==> src/rtl/node_tree_traverser.sv <==
// K-d tree node store plus a fully pipelined root-to-leaf traversal.
// Nodes are kept in heap order; each pipeline stage resolves one tree level per cycle.
module node_tree_traverser #(
    parameter int DATA_WIDTH = 11,
    parameter int PATCH_SIZE = 5,
    parameter int NUM_LEAVES = 64,
    parameter int NUM_QUERYS = 408,
    parameter int LEAF_ADDRW = $clog2(NUM_LEAVES),
    parameter int NUM_NODES  = NUM_LEAVES - 1
) (
    input  logic                             clk,
    input  logic                             rst,
    input  logic                             wbs_node_mem_web,
    input  logic [31:0]                      wbs_node_mem_addr,
    input  logic [31:0]                      wbs_node_mem_wdata,
    output logic [31:0]                      wbs_node_mem_rdata,
    input  logic                             in_valid,
    output logic                             in_ready,
    input  logic [PATCH_SIZE*DATA_WIDTH-1:0] in_patch,
    input  logic [$clog2(NUM_QUERYS)-1:0]    in_tag,
    output logic                             out_valid,
    input  logic                             out_ready,
    output logic [LEAF_ADDRW-1:0]            out_leaf,
    output logic [$clog2(NUM_QUERYS)-1:0]    out_tag,
    output logic [PATCH_SIZE*DATA_WIDTH-1:0] out_patch
);

    localparam int TAG_W   = $clog2(NUM_QUERYS);
    localparam int PATCH_W = PATCH_SIZE * DATA_WIDTH;
    localparam int NODE_AW = (NUM_NODES > 1) ? $clog2(NUM_NODES) : 1;
    localparam int CHILD_W = NODE_AW + 1;

    logic signed [DATA_WIDTH-1:0] node_median [NUM_NODES];
    logic [2:0]                   node_idx    [NUM_NODES];

    logic               addr_hit;
    logic [NODE_AW-1:0] node_sel;
    logic               advance;
    logic               unused_bits;

    assign addr_hit    = (wbs_node_mem_addr < 32'(NUM_NODES));
    assign node_sel    = wbs_node_mem_addr[NODE_AW-1:0];
    assign advance     = ~out_valid | out_ready;
    assign in_ready    = advance;
    assign unused_bits = ^{wbs_node_mem_wdata[31:11+DATA_WIDTH], wbs_node_mem_wdata[10:3]};

    // Reset marks every node invalid (idx=7), which steers all queries to leaf 0.
    always_ff @(posedge clk or posedge rst) begin
        if (rst) begin
            for (int n = 0; n < NUM_NODES; n++) begin
                node_median[n] <= '0;
                node_idx[n]    <= 3'b111;
            end
        end else if (!wbs_node_mem_web && addr_hit) begin
            node_median[node_sel] <= wbs_node_mem_wdata[11 +: DATA_WIDTH];
            node_idx[node_sel]    <= wbs_node_mem_wdata[2:0];
        end
    end

    always_ff @(posedge clk or posedge rst) begin
        if (rst) begin
            wbs_node_mem_rdata <= 32'h0000_0007;
        end else if (addr_hit) begin
            wbs_node_mem_rdata <= (32'($unsigned(node_median[node_sel])) << 11)
                                | 32'(node_idx[node_sel]);
        end else begin
            wbs_node_mem_rdata <= 32'h0000_0007;
        end
    end

    logic                         st_valid [LEAF_ADDRW];
    logic [NODE_AW-1:0]           st_ptr   [LEAF_ADDRW];
    logic [PATCH_W-1:0]           st_patch [LEAF_ADDRW];
    logic [TAG_W-1:0]             st_tag   [LEAF_ADDRW];
    logic signed [DATA_WIDTH-1:0] sel_elem [LEAF_ADDRW];
    logic                         go_left  [LEAF_ADDRW];
    logic [CHILD_W-1:0]           child    [LEAF_ADDRW];

    // Per-stage branch decision; an out-of-range split index always goes left.
    always_comb begin
        for (int s = 0; s < LEAF_ADDRW; s++) begin
            sel_elem[s] = '0;
            for (int e = 0; e < PATCH_SIZE; e++) begin
                if (node_idx[st_ptr[s]] == 3'(e)) begin
                    sel_elem[s] = st_patch[s][e*DATA_WIDTH +: DATA_WIDTH];
                end
            end
            go_left[s] = (32'(node_idx[st_ptr[s]]) >= 32'(PATCH_SIZE))
                       || (sel_elem[s] < node_median[st_ptr[s]]);
            child[s]   = (CHILD_W'(st_ptr[s]) << 1) + (go_left[s] ? CHILD_W'(1) : CHILD_W'(2));
        end
    end

    // Global stall: every stage and the output register move together or not at all.
    always_ff @(posedge clk or posedge rst) begin
        if (rst) begin
            for (int s = 0; s < LEAF_ADDRW; s++) begin
                st_valid[s] <= 1'b0;
                st_ptr[s]   <= '0;
                st_patch[s] <= '0;
                st_tag[s]   <= '0;
            end
            out_valid <= 1'b0;
            out_leaf  <= '0;
            out_tag   <= '0;
            out_patch <= '0;
        end else if (advance) begin
            st_valid[0] <= in_valid;
            st_ptr[0]   <= '0;
            st_patch[0] <= in_patch;
            st_tag[0]   <= in_tag;
            for (int s = 1; s < LEAF_ADDRW; s++) begin
                st_valid[s] <= st_valid[s-1];
                st_ptr[s]   <= child[s-1][NODE_AW-1:0];
                st_patch[s] <= st_patch[s-1];
                st_tag[s]   <= st_tag[s-1];
            end
            out_valid <= st_valid[LEAF_ADDRW-1];
            if (st_valid[LEAF_ADDRW-1]) begin
                out_leaf  <= LEAF_ADDRW'(child[LEAF_ADDRW-1] - CHILD_W'(NUM_NODES));
                out_tag   <= st_tag[LEAF_ADDRW-1];
                out_patch <= st_patch[LEAF_ADDRW-1];
            end
        end
    end

endmodule

==> config.mk <==
export PLATFORM = sky130hd
export DESIGN_NAME = node_tree_traverser
export DESIGN_NICKNAME = d
export VERILOG_FILES = /design/src/rtl/node_tree_traverser.sv
export SDC_FILE = /design/constraint.sdc
export NUM_CORES = 2
export LEC_CHECK = 0
export ABC_CLOCK_PERIOD_IN_PS = 47800
export CORE_MARGIN = 2
export CORE_UTILIZATION = 40
export DETAILED_ROUTE_END_ITERATION = 8
export MAX_ROUTING_LAYER = met4
export PLACE_DENSITY = 0.61
export SYNTH_ARGS = -nofsm -noshare
export SYNTH_HDL_FRONTEND = slang
export SYNTH_SLANG_ARGS = --single-unit
==> constraint.sdc <==
create_clock -name clk -period 47.8 [get_ports clk]
set_input_delay 4.78 -clock clk [delete_from_list [all_inputs] [get_ports clk]]
set_output_delay 4.78 -clock clk [all_outputs]
set_load 0.005 [all_outputs]
* Word-level counts from Yosys, hierarchy flattened
Cells that the tools add are included.
W data, S select, Z words.
** Word-level totals
- Input port bits :: 133
- Word-level logic and storage cells :: 308
- Bits in registers :: 1401
- Output and inout port bits :: 104
** Operators by class
- $add $sub $neg :: 6
- Mux-type cells :: 79
- $lt $le $gt $ge :: 20
- Bitwise gates (word level) :: 9
- Eq/ne operators :: 24
- Reductions and logical operators :: 16
** Operator list (count)
- $bwmux W693 :: 1
- $mux W11 :: 43
- $bmux W11 S6 :: 6
- $bwmux W189 :: 1
- $bmux W3 S6 :: 6
- $demux W11 S6 :: 1
- $lt A11 B11 Y1 :: 6
- $ge A7 B7 Y1 const B :: 6
- $mux W3 :: 13
- $eq A3 B2 Y1 const B :: 12
- $not A6 Y7 :: 5
- $lt A32 B6 Y1 const B :: 1
- $add A6 B2 Y6 :: 4
- $mux W22 :: 1
- $or A22 B3 Y22 :: 1
- $demux W3 S6 :: 1
- $eq A3 B1 Y1 const B :: 6
- $eq A3 B3 Y1 const B :: 6
- $ge A3 B3 Y1 const B :: 6
- $logic_not A3 Y1 :: 6
- $mux W2 :: 6
- $lt A7 B1 Y1 const B :: 1
- $not A2 Y7 :: 1
- $logic_or A1 B1 Y1 :: 6
- 7 further kinds :: 8

* Logic depth before layout (Yosys ltp)
- Depth after elaboration :: 15
- Mapped depth :: 30
- Mapped depth without buffers :: 26

* Worst setup path before layout
No wires, ideal clock.
- Kind :: input -> output
- Start :: in out_ready
- End :: out in_ready
- Data arrival time :: 5.599 ns
- Buffers on the path :: 3
- Setup slack :: 37.421 ns
- Cell stages on the path :: 5
- Cells stage by stage :: nor2b_1 -> clkbuf_1 -> inv_1 -> clkbuf_1 -> clkbuf_1
** Between the ends
- Word-level cells in the longest chain between the ends :: 1
** Ends and longest elaborated chain
- start, declared :: RTL line 22 : input logic out_ready,
- $or A1 B1 Y1 :: RTL line 43 : assign advance = ~out_valid | out_ready;
- end, declared :: RTL line 18 : output logic in_ready,
No other way between the ends.

* Final worst setup path
Same ends and word-level chain as after synthesis.

==> impl_metrics.csv <==
group,metric,value,unit
cells_and_area,seq_area,34840,sq um
yosys,synth.most_common_cell,"nand2_1",
global_route,grt_max_degree,218,
sta,rsz0062_at_grt,"false",
placed_design,dp_hpwl,204.9,mm
yosys,synthTopCellsByCount,"nand2_1 (1285), dfrtp_1 (1189), mux2_2 (944), mux4_2 (928), clkbuf_1 (392)",
placed_design,globalplace.congestion,0.9933,
global_route,grt_usage,29.78,%
sta,setup_tns,0,ns
cells_and_area,nets,6862,
global_route,grt_pass1_vias,63070,
critical_path,rr_startpoint,"st_ptr[0]$_DFFE_PP0N_",
global_route,antenna_found_initial,11,
yosys,async_flop_share,100.0,%
clock_network,cts_buffer_depth,3,
routing,first_pass_iters,9,
clock_network,cts-buffers-inserted,156,
routing,routed-via-count,64620,
critical_path,cp_common_cell,"clkdlybuf4s50_1",
die,die_w,463.4,um
cells_and_area,stdcell_count,9599,
sta,timing.final.hold_violations,0,
power,cellPowerDensity,48.23,nW/um^2
sta,maxSlewViolCount,0,
die,io_pins,237,
sta,whs,0.4641,ns
clock_network,clock_latency,0.86,ns
clock_network,postCtsSetupBuffers,0,
die,dieArea,214700,sq um
run,cap_viol_max_count,0,
clock_network,clk_pin_slew_worst_paths,0.06,ns
power,irDropWorstVdd,0.06913,mV
sta,max-slew-margin-rel,3.397,%
clock_network,cts_hold_buf,0,
yosys,synth-main-ff-cell,"dfrtp_1",
yosys,synthCells,6751,
sta,skew,0.04353,ns
cells_and_area,drive_above_1_share,38.18,%
yosys,synth_top_area_cell,"dfrtp_1",
yosys,synth.distinct_cells,80,
critical_path,cp-startpoint,"out_ready",
worst_hold_path,hp-class,"reg2reg",
critical_path,r2r_slack,39.42,ns
yosys,yosys-top-cells-area,"dfrtp_1 (35%), mux4_2 (25%), mux2_2 (13%)",
yosys,synth-edff-count,0,
placed_design,placed_area,89010,sq um
cells_and_area,n_fill_cell,18960,
sta,setup_violations,0,
critical_path,critPathMaxStageDelay,0.61,ns
die,rows,168,
outcome,status,"completed",
sta,worstMarginPinSlew,1.436,ns
yosys,syn-cell-area,84410,sq um
critical_path,path_buf_inv,4,
yosys,ys_ff_latch,1381,
critical_path,path_cells,"clkdlybuf4s50_1 > nor2b_4 > buf_12 > inv_8 > clkdlybuf4s50_1",
routing,ant_nets,0,
critical_path,cp_slowest_cell,"buf_12",
global_route,grt_pass1_wl,456.5,mm
sta,finalCritPeriodShare,25.44,%
clock_network,clock-sinks,1381,
routing,drc,0,
cells_and_area,multi_input_area,46730,sq um
cells_and_area,area.growth.synth_to_final,11.94,%
routing,routed_wl,315.5,mm
worst_hold_path,hp-start,"st_tag[2]$_DFFE_PP0N_",
yosys,synth_top_area_share,35.25,%
routing,wire_per_inst,32.86,um
die,initial_utilization,40.28,%
critical_path,criticalPathCategory,"in2out",
yosys,avgSynthCellArea,12.50,sq um
sta,fin_crit,12.16,ns
clock_network,cts_max_level,4,
routing,vias_per_cell,6.732,
routing,first_iter_violations,10090,
critical_path,critPathMaxFanout,217,
placed_design,io_buffers,200,
critical_path,cp_top_family,"buffers and inverters",
critical_path,start_kind,"input pin",
yosys,yosysWarningCount,0,
critical_path,required,43.02,ns
placed_design,placed_cells,9306,
yosys,yosysSeqAreaShare,41.23,%
power,p_leak,0.04086,uW
critical_path,cp_data_arrival_time,7.38,ns
clock_network,cts_root_buffer,"clkbuf_16",
die,die_y,463.4,um
clock_network,cts_resized,0,
critical_path,worstSetupEndpointType,"output pin",
clock_network,cts_tree,"done",
cells_and_area,postLayoutCellArea,94480,sq um
global_route,gr-total-overflow,0,
sta,fmax,82.24,MHz
die,coreArea,209600,sq um
[power by group]
| part | switching (uW) | leakage [uW] | total [uW] | internal, uW |
|---|---|---|---|---|
| registers | 259 | 0.0178 | 1610 | 1350 |
| logic | 1020 | 0.0204 | 1670 | 647 |
| clock network | 539 | 0.00264 | 1280 | 737 |
| total | 1820 | 0.0409 | 4560 | 2740 |
[cells by family after synthesis]
| logic type | synth area share (%) |
|---|---|
| XOR/XNOR | 0.1245 |
| multiplexers | 39.36 |
| AO/OA/AOI/OAI | 6.709 |
| adder cells (fa/ha/maj) | 1.038 |
| AND/OR/NAND/NOR | 7.839 |
| other | 0.004443 |
| flip-flops | 41.23 |
| buffers and inverters | 3.696 |
[metrics by stage]
step | power (uW) | setup slack (ns) | utilization (%)
floorplan | 2627 | 4.399 | -
global placement | 3244 | 35.73 | 42.46
detailed placement | 3268 | 35.71 | 42.47
CTS | 4543 | 35.71 | 45.06
global route | 4732 | 35.56 | 45.08
finish | 4557 | 35.64 | 45.08
[worst reg2reg max path, cell delays in order (launching register included)]
cell and delay [ns]:
dfrtp_4 0.94, buf_4 0.86, mux4_2 0.65, mux2i_1 0.16, nor2_1 0.10, a211oi_1 0.90, o31a_1 0.21, buf_4 0.32
and2_1 0.52, a21oi_1 0.15, o22ai_1 0.39, ha_1 0.35, nand2_1 0.41, a41oi_1 0.28, nand2_1 0.44, nand3_1 0.14
a2111o_1 0.39, o31a_2 0.38, ha_1 0.29, inv_1 0.07, o21ba_1 0.18, o211ai_1 0.17
[layer usage]
| metal | track usage, % | wire length (um) | vias up |
|---|---|---|---|
| li1 | - | - | 25520 |
| met1 | 37.20 | 115800 | 33410 |
| met2 | 42.51 | 138500 | 4587 |
| met3 | 10.52 | 41170 | 1107 |
| met4 | 15.42 | 20040 | 0 |
| met5 | - | 0 | - |
[final cells by class]
type	instances	share of cell area [%]
antenna	13	0.03443
clock buffer	230	4.851
clock inverter	50	0.9018
inverter	95	0.3986
multi-input combinational	4630	49.46
sequential	1381	36.88
tap	2805	3.715
timing repair buffer	395	3.758
[cell usage in the layout (no fill, tap or decap), types with 17 or more instances in the layout]
cell,netlist,layout
nor4_1,57,56
nand2_1,1285,1278
mux4_2,928,928
buf_2,72,19
nor2_1,105,94
inv_1,90,88
clkinv_2,0,17
clkbuf_1,392,35
a21o_1,17,17
ha_1,70,70
mux2_2,944,944
clkdlybuf4s50_1,0,180
nand4_1,19,19
and2_1,33,33
nand3_1,29,27
mux2_1,26,26
clkbuf_16,0,157
o21ai_0,175,175
dfstp_2,192,192
mux2i_1,140,140
a22o_1,52,52
a21oi_1,98,98
dfrtp_1,1189,1175
conb_1,1,18
nor3_1,34,28
a221oi_1,17,17
o22ai_1,311,310
a22oi_1,71,71
buf_4,24,181
clkbuf_8,0,38
[sequential cells by signal (all words and copies together), names as in the netlist]
name                count
out_leaf                6
node_median           693
out_valid               1
wbs_node_mem_rdata     14
st_patch              330
out_patch              55
st_tag                 54
out_tag                 9
node_idx              189
st_ptr                 24
st_valid                6
[path summary, 6_finish.rpt]
check                           cells past startpoint                         to
worst max-delay path                                5                   in_ready
worst min-delay path                                2      st_tag[2]$_DFFE_PP0N_
worst max register to register                     21    out_leaf[5]$_DFFE_PP0P_
worst min register to register                      2      st_tag[2]$_DFFE_PP0N_
max in group asynchronous                           6  st_patch[301]$_DFFE_PP0N_
min in group asynchronous                           2  out_patch[38]$_DFFE_PP0P_
Note: power is estimated with default switching activity, not from simulation.
